[src/rtl/carry_select_serial_subtractor.sv]
// Multi-cycle signed subtractor Diff = A - B - Bin, CHUNK bits per cycle, LSB first.
// Optional macro SUB_SATURATE_EN clamps Diff on signed overflow.
module carry_select_serial_subtractor #(
   parameter int N     = 32,
   parameter int CHUNK = 4
) (
   input  logic         clk,
   input  logic         rst,
   input  logic         in_valid,
   output logic         in_ready,
   input  logic [N-1:0] A,
   input  logic [N-1:0] B,
   input  logic         Bin,
   output logic         out_valid,
   input  logic         out_ready,
   output logic [N-1:0] Diff,
   output logic         Bout,
   output logic         Overflow,
   output logic [1:0]   dbg_state
);

   // Handshake: a transfer happens on a rising edge where valid && ready are both high;
   // in_ready is high only in IDLE, out_valid only in DONE, and DONE holds its outputs until out_ready.
   localparam int NCH = N / CHUNK;
   localparam int IW  = (NCH > 1) ? $clog2(NCH) : 1;

   typedef enum logic [1:0] {
      IDLE = 2'd0,
      RUN  = 2'd1,
      DONE = 2'd2
   } state_t;

   state_t            state;
   logic [N-1:0]      a_q;
   logic [N-1:0]      nb_q;
   logic              b_sign;
   logic              carry;
   logic [IW-1:0]     idx;

   logic [CHUNK-1:0]  a_c;
   logic [CHUNK-1:0]  nb_c;
   logic [CHUNK:0]    s0;
   logic [CHUNK:0]    s1;
   logic [CHUNK:0]    sel;
   logic [N-1:0]      diff_next;
   logic              ovf_next;
   logic              last;

   assign dbg_state = state;

   always_comb begin
      a_c       = a_q[idx*CHUNK +: CHUNK];
      nb_c      = nb_q[idx*CHUNK +: CHUNK];
      s0        = {1'b0, a_c} + {1'b0, nb_c};
      s1        = s0 + {{CHUNK{1'b0}}, 1'b1};
      sel       = carry ? s1 : s0;
      last      = (idx == IW'(NCH - 1));
      diff_next = Diff;
      diff_next[idx*CHUNK +: CHUNK] = sel[CHUNK-1:0];
      // Only meaningful on the last chunk, when diff_next holds the full result.
      ovf_next  = (a_q[N-1] != b_sign) && (diff_next[N-1] != a_q[N-1]);
`ifdef SUB_SATURATE_EN
      if (last && ovf_next)
         diff_next = a_q[N-1] ? {1'b1, {(N-1){1'b0}}} : {1'b0, {(N-1){1'b1}}};
`endif
   end

   always_ff @(posedge clk) begin
      if (rst) begin
         state     <= IDLE;
         in_ready  <= 1'b1;
         out_valid <= 1'b0;
         Diff      <= '0;
         Bout      <= 1'b0;
         Overflow  <= 1'b0;
         idx       <= '0;
         carry     <= 1'b0;
         a_q       <= '0;
         nb_q      <= '0;
         b_sign    <= 1'b0;
      end else begin
         case (state)
            IDLE: begin
               if (in_valid) begin
                  a_q      <= A;
                  nb_q     <= ~B;
                  b_sign   <= B[N-1];
                  carry    <= ~Bin;
                  idx      <= '0;
                  in_ready <= 1'b0;
                  state    <= RUN;
               end
            end
            RUN: begin
               Diff  <= diff_next;
               carry <= sel[CHUNK];
               idx   <= idx + 1'b1;
               if (last) begin
                  Bout      <= ~sel[CHUNK];
                  Overflow  <= ovf_next;
                  out_valid <= 1'b1;
                  idx       <= '0;
                  state     <= DONE;
               end
            end
            DONE: begin
               if (out_ready) begin
                  out_valid <= 1'b0;
                  in_ready  <= 1'b1;
                  state     <= IDLE;
               end
            end
            default: state <= IDLE;
         endcase
      end
   end

endmodule

[config.mk]
export PLATFORM = sky130hd
export DESIGN_NAME = carry_select_serial_subtractor
export DESIGN_NICKNAME = d
export VERILOG_FILES = /design/src/rtl/carry_select_serial_subtractor.sv
export SDC_FILE = /design/constraint.sdc
export NUM_CORES = 1
export LEC_CHECK = 0
export CELL_PAD_IN_SITES_DETAIL_PLACEMENT = 1
export CELL_PAD_IN_SITES_GLOBAL_PLACEMENT = 2
export CORE_MARGIN = 4
export CORE_UTILIZATION = 26
export CTS_CLUSTER_SIZE = 20
export DETAILED_ROUTE_END_ITERATION = 6
export PLACE_DENSITY_LB_ADDON = 0.1
export RECOVER_POWER = 25
export SLEW_MARGIN = 40
export SYNTH_ARGS = -nofsm -noshare
export SYNTH_HDL_FRONTEND = slang
export SYNTH_SLANG_ARGS = --single-unit
[constraint.sdc]
create_clock -name clk -period 3.4 [get_ports clk]
set_input_delay 0.34 -clock clk [delete_from_list [all_inputs] [get_ports clk]]
set_output_delay 0.34 -clock clk [all_outputs]
set_load 0.01 [all_outputs]
### Word level (Yosys, flattened, before mapping)

Cells that the tools add are included.

| storage, ports and cells | value |
|---|---|
| flip-flop bits (word level) | 107 |
| input port bits | 69 |
| output and inout port bits | 38 |
| word-level logic and storage cells | 58 |

| cells by class | value |
|---|---|
| $add $sub $neg | 4 |
| eq/ne operators | 8 |
| shifts and indexed selects | 4 |
| muxes and demuxes | 17 |
| bitwise logic cells | 3 |
| reduce and logical (&&, ||, !) cells | 11 |

Operators by type and width:

| operator | count |
|---|---|
| variable part select 32 x 6 -> 4 bit | 2 |
| negation 5 -> 34 bit | 1 |
| variable shift 4 x 34 -> 32 bit (first input constant) | 1 |
| variable part select 4 x 34 -> 32 bit | 1 |
| bitwise mux 32 bit | 1 |
| NOT 32 bit | 1 |
| AND reduction 3 bit | 3 |
| 2-to-1 mux 2 bit | 3 |
| 2-to-1 mux 3 bit | 2 |
| != test 2 bit (second input constant) | 3 |
| case mux 1 bit (2 select lines) | 3 |
| case mux 2 bit (3 select lines) | 1 |
| case mux 3 bit (2 select lines) | 1 |
| AND reduction 2 bit | 3 |
| nonzero test 2 bit | 3 |
| adder 4 x 4 -> 5 bit | 1 |
| adder 5 x 1 -> 5 bit (second input constant) | 1 |
| 2-to-1 mux 1 bit | 5 |
| 2-to-1 mux 5 bit | 1 |
| adder 3 x 1 -> 3 bit (second input constant) | 1 |
| == test 3 bit (second input constant) | 1 |
| == test 2 x 1 -> 1 bit (second input constant) | 1 |
| == test 2 bit (second input constant) | 1 |
| zero test 2 bit | 1 |
| other kinds (3) | 5 |

### Depth between registers and ports, before layout

| logic depth | value |
|---|---|
| depth after elaboration | 8 |
| gate-level depth with buffers | 16 |
| depth with buffers taken out | 14 |

### Worst setup path before layout

OpenSTA, ideal clock, no wires.

| timing | value |
|---|---|
| path type | register to register |
| start point | reg idx[0] |
| end point | reg Overflow |
| setup time | 88 ps |
| data arrival time | 3479 ps |
| data required time | 3312 ps |
| slack | -168 ps |
| stages on the path, launching flop included | 14 |
| path buffers | 2 |
| period minus slack after synthesis | 3568 ps |
| cells stage by stage | dfxtp_1 > buf_2 > buf_2 > mux4_2 > nand2_1 > nand2_1 > ha_1 > inv_1 > fa_1 > nor3_1 > xnor3_2 > o31ai_2 > or3b_1 > a311oi_2 |

| between the ends | value |
|---|---|
| word-level cells in the longest chain between the ends | 8 |
| elaborated cells on any way between the ends | 13 |
| classes of those cells | 3 x add/sub; 2 x eq/ne; 4 x shift; 2 x mux; 2 x reduce/logical |

RTL lines:

| what | RTL line | RTL |
|---|---|---|
| start, declared | 38 | `logic [IW-1:0] idx;` |
| start signal, assigned | 97 | `idx <= idx + 1'b1;` |
| variable part select 32 x 6 -> 4 bit, on equally long branches | 52, 53 |  |
| adder 4 x 4 -> 5 bit | 54 | `s0 = {1'b0, a_c} + {1'b0, nb_c};` |
| adder 5 x 1 -> 5 bit | 55 | `s1 = s0 + {{CHUNK{1'b0}}, 1'b1};` |
| 2-to-1 mux 5 bit | 56 | `sel = carry ? s1 : s0;` |
| variable part select 4 x 34 -> 32 bit | 59 | `diff_next[idx*CHUNK +: CHUNK] = sel[CHUNK-1:0];` |
| bitwise mux 32 bit | 59 |  |
| != test 1 bit | 61 | `ovf_next = (a_q[N-1] != b_sign) && (diff_next[N-1] != a_q[N-1]);` |
| logical AND 1 bit | 61 |  |
| end signal, assigned | 100 | `Overflow <= ovf_next;` |
| end, declared | 18 | `output logic Overflow,` |

Parallel ways exist; a longest one is shown, timed or not.
A chain may end at the register's enable or synchronous reset.

### Worst setup path in the final report

| timing | value |
|---|---|
| start point | reg idx[0] |
| end point | reg Bout |

| between the ends | value |
|---|---|
| word-level cells in the longest chain between the ends | 5 |
| elaborated cells on any way between the ends | 8 |
| classes of those cells | 2 x add/sub; 1 x eq/ne; 2 x shift; 1 x mux; 1 x bitwise; 1 x reduce/logical |

RTL lines:

| what | RTL line | RTL |
|---|---|---|
| variable part select 32 x 6 -> 4 bit, on equally long branches | 52, 53 |  |
| adder 4 x 4 -> 5 bit | 54 |  |
| adder 5 x 1 -> 5 bit | 55 |  |
| 2-to-1 mux 5 bit | 56 |  |
| NOT 1 bit | 99 | `Bout <= ~sel[CHUNK];` |
| end signal, assigned | 99 |  |
| end, declared | 17 | `output logic Bout,` |

Parallel ways exist; a longest one is shown, timed or not.

==> out/qor.json <==
{
  "outcome": "finished, final reports clean",
  "holdCritPathClass": "flop to flop",
  "yosys.area_share.simple_pct": 21.95,
  "cts_num_sinks": 107,
  "track_usage_pct": 14.34,
  "antenna_nets_post_route": 0,
  "worstMarginPinSlew_ns": 0.7398,
  "postRouteWirelength_um": 14290,
  "dr_total_vias": 4141,
  "timing.setup.tns_ns": 0,
  "ys_warn_count": 0,
  "hold_viol_final": 0,
  "detail_route.drc_violations": 0,
  "total_power_draw_mw": 2.996,
  "mappedNetlistNets": 632,
  "synth_xor_xnor_area_share_pct": 1.230,
  "postSynthAreaPerCell_um2": 8.510,
  "seq_power_share_pct": 45.4,
  "synth_top_family_by_area": "simple AND/OR/NAND/NOR gates",
  "initialDrtViolationCount": 204,
  "timing.clock.skew_ns": 0.008159,
  "finalCriticalPeriod_ns": 3.191,
  "max_buffers_root_to_sink": 2,
  "synth.area.mux_share_pct": 8.982,
  "synth_instances": 550,
  "drtPass1Iterations": 4,
  "htree_levels": 3,
  "die_x_um": 142.2,
  "cp_data_arrival_time_ns": 3.47,
  "critical_path.endpoint_type": "flop",
  "routed_wire_length_per_instance_um": 16.33,
  "hold_buffers": 0,
  "swShare_pct": 26.19,
  "count_of_endpoints_failing_setup_in_the_final_report": 0,
  "ys_ff_latch": 107,
  "switchingPower_uw": 784.8,
  "max_cap_viol_count": 0,
  "number_of_global_route_vias_before_repair": 4374,
  "comb_power_share_pct": 15.9,
  "clock-root-buffer": "sky130_fd_sc_hd__clkbuf_16",
  "slew_violations": 0,
  "core.rowCount": 48,
  "count_of_flip_flops_with_a_built_in_enable_after_synthesis": 0,
  "power_density_nw_per_um2": 471.8,
  "die_area_um2": 20210,
  "synthesis.area_um2": 4681,
  "gp_congestion": 0.7761,
  "regArea_um2": 2143,
  "chipHeight_um": 142.2,
  "clock_insertion_delay_at_the_later_pin_of_the_skew_report_ns": 0.35,
  "ratio_of_cells_with_drive_above_1_in_the_final_layout_pct": 8.308,
  "synth-compound-area-share_pct": 14.76,
  "fillers": 2030,
  "path_class": "flop to flop",
  "tritoncts.num_buffers": 9,
  "maxClockFrequency_ghz": 0.3134,
  "worstPathMaxFanout": 8,
  "grt_max_degree": 108,
  "slew-limit-headroom_pct": 50.68,
  "insertedDiodeCount": 0,
  "cts_repair_resize_count": 0,
  "place.port_buffers": 106,
  "clk_transition_reported_paths_ns": 0.07,
  "final.period_utilization_pct": 93.85,
  "global_route.overflow_total": 0,
  "synthArstFlopShare_pct": 0,
  "viasPerCell": 4.733,
  "yosys.area_share.adder_pct": 3.635,
  "worst_ep_required_time_ns": 3.68,
  "grt_antenna_before_repair": 0,
  "placeableCoreArea_um2": 17480,
  "internal-power_mw": 2.212,
  "initial_utilization_pct": 26.78,
  "synth_seq_area_share_pct": 45.76,
  "peakVddDrop_mv": 0.2723,
  "finalNetCount": 728,
  "place.detailed.hpwl_um": 10340,
  "cp-start-kind": "flop",
  "synth_top_flop_cell": "sky130_fd_sc_hd__dfxtp_1",
  "grt_first_pass_wirelength_um": 23170,
  "grt_setup_unrepaired": "false",
  "synth_cell_type_count": 41,
  "layout-area-overhead-vs-synth_pct": 35.69,
  "tritoncts": "built",
  "leak_pwr_nw": 2.397,
  "io-pin-count": 107,
  "multi_input_area_um2": 2386,
  "postCtsSetupRepairBufs": 0,
  "power.share.clock_pct": 38.7
}
==> through the flow <==
stage                     std cells  util [%]  hold WS (ns)  cell area, µm²  worst slack, ns
after floorplan                 550         -        0.4331            4686         0.005021
after global placement          860     34.36        0.4419            6005           0.2733
after detailed placement        860     34.38        0.4512            6008           0.1679
after CTS                       875     36.23        0.4611            6332           0.1504
after global routing            875     36.34        0.4694            6351          0.01116
final                           875     36.34        0.4559            6351           0.2090
==> synthesized netlist by cell type (2+ instances only) <==
library cell | number | area [µm²]
sky130_fd_sc_hd__nor3_1 | 13 | 65.06
sky130_fd_sc_hd__nand2_1 | 118 | 442.9
sky130_fd_sc_hd__mux2i_1 | 6 | 60.06
sky130_fd_sc_hd__and2_1 | 2 | 12.51
sky130_fd_sc_hd__nor2b_1 | 2 | 12.51
sky130_fd_sc_hd__clkbuf_1 | 30 | 112.6
sky130_fd_sc_hd__mux4_2 | 16 | 360.4
sky130_fd_sc_hd__or3b_1 | 2 | 17.52
sky130_fd_sc_hd__dfxtp_1 | 107 | 2142
sky130_fd_sc_hd__nand2b_1 | 6 | 37.54
sky130_fd_sc_hd__a211oi_1 | 31 | 232.7
sky130_fd_sc_hd__inv_1 | 8 | 30.03
sky130_fd_sc_hd__ha_1 | 12 | 150.1
sky130_fd_sc_hd__nand3_1 | 16 | 80.08
sky130_fd_sc_hd__o21ai_0 | 2 | 10.01
sky130_fd_sc_hd__nor2_1 | 78 | 292.8
sky130_fd_sc_hd__nand3b_1 | 4 | 30.03
sky130_fd_sc_hd__buf_2 | 3 | 15.01
sky130_fd_sc_hd__a21oi_1 | 71 | 355.3
sky130_fd_sc_hd__xnor2_1 | 2 | 17.52
==> cell usage in the layout (no fill, tap or decap), types with 2 or more instances in the layout <==
cell type,synthesis,final
sky130_fd_sc_hd__nand2_1,118,118
sky130_fd_sc_hd__dfxtp_1,107,106
sky130_fd_sc_hd__nor2_1,78,77
sky130_fd_sc_hd__clkdlybuf4s50_1,0,72
sky130_fd_sc_hd__a21oi_1,71,71
sky130_fd_sc_hd__dlygate4sd3_1,0,33
sky130_fd_sc_hd__a211oi_1,31,31
sky130_fd_sc_hd__mux4_2,16,16
sky130_fd_sc_hd__nand3_1,16,16
sky130_fd_sc_hd__nor3_1,13,12
sky130_fd_sc_hd__ha_1,12,12
sky130_fd_sc_hd__buf_4,1,11
sky130_fd_sc_hd__clkbuf_16,0,9
sky130_fd_sc_hd__inv_1,8,8
sky130_fd_sc_hd__nand2b_1,6,6
sky130_fd_sc_hd__mux2i_1,6,6
sky130_fd_sc_hd__nand3b_1,4,4
sky130_fd_sc_hd__and2_1,2,2
sky130_fd_sc_hd__nor2b_1,2,2
sky130_fd_sc_hd__xnor2_1,2,2
sky130_fd_sc_hd__or3b_1,2,2
sky130_fd_sc_hd__o21ai_0,2,2
sky130_fd_sc_hd__inv_6,0,2
sky130_fd_sc_hd__bufinv_16,0,2
sky130_fd_sc_hd__clkbuf_8,0,2
==> logic make-up (layout without fill, tap and decap cells) <==
group	count (synthesis)	after routing
AOI/OAI and AO/OA	114	114
xor gates and xnor gates	4	4
adders and majority gates	13	13
buffers and inverters	44	144
DFF	107	107
muxes	22	22
and+or+nand+nor	246	246
==> power by group through the flow <==
stage | registers [mW] | clock network, mW | logic [mW]
2_1_floorplan | 1.37 | 0 | 0.273
6_report | 1.36 | 1.16 | 0.476
5_1_grt | 1.37 | 1.25 | 0.532
4_1_cts | 1.36 | 1.20 | 0.483
3_3_place_gp | 1.39 | 0 | 0.470
3_5_place_dp | 1.39 | 0 | 0.480
==> state kept, by name, indices dropped and copies added, names as in the netlist, 2 cells and up <==
register   count
idx            3
Diff          32
dbg_state      2
nb_q          32
a_q           32
==> per-layer routing <==
metal	track usage (%)	vias up	wire length, µm
li1	-	2084	-
met1	20.03	1970	6999
met2	22.71	78	6549
met3	2.352	9	560
met4	4.545	0	176
met5	0	-	0
==> worst max-delay path, stage by stage (launching register included) <==
cell                       delay (ns)
sky130_fd_sc_hd__dfxtp_2         0.32
sky130_fd_sc_hd__buf_4           0.18
sky130_fd_sc_hd__mux4_2          0.34
sky130_fd_sc_hd__nand2_1         0.06
sky130_fd_sc_hd__nand2_1         0.08
sky130_fd_sc_hd__ha_1            0.16
sky130_fd_sc_hd__inv_1           0.05
sky130_fd_sc_hd__fa_1            0.54
sky130_fd_sc_hd__inv_1           0.08
sky130_fd_sc_hd__ha_1            0.20
sky130_fd_sc_hd__nand2_1         0.13
sky130_fd_sc_hd__nor3_1          0.06
sky130_fd_sc_hd__a221o_1         0.33
sky130_fd_sc_hd__a22oi_1         0.25
sky130_fd_sc_hd__o211ai_1        0.16
sky130_fd_sc_hd__a21oi_1         0.15
==> final timing paths <==
| check | from | endpoint | slack (ns) | depth (start not counted) |
|---|---|---|---|---|
| max | idx[0] | Bout | 0.21 | 15 |
| min | Diff[5] | Diff[5] | 0.46 | 2 |
| max reg2reg | idx[0] | Bout | 0.21 | 15 |
| min reg2reg | Diff[5] | Diff[5] | 0.46 | 2 |
==> cell type report <==
class | count | share of cell area (%)
repair buffers | 119 | 18.56
clock inverters | 5 | 1.340
multi-input cells | 399 | 37.57
clock buffers | 10 | 3.763
flip-flops and latches | 107 | 33.75
well taps | 225 | 4.433
inverters | 10 | 0.5910
(Power assumes the default switching activity.)
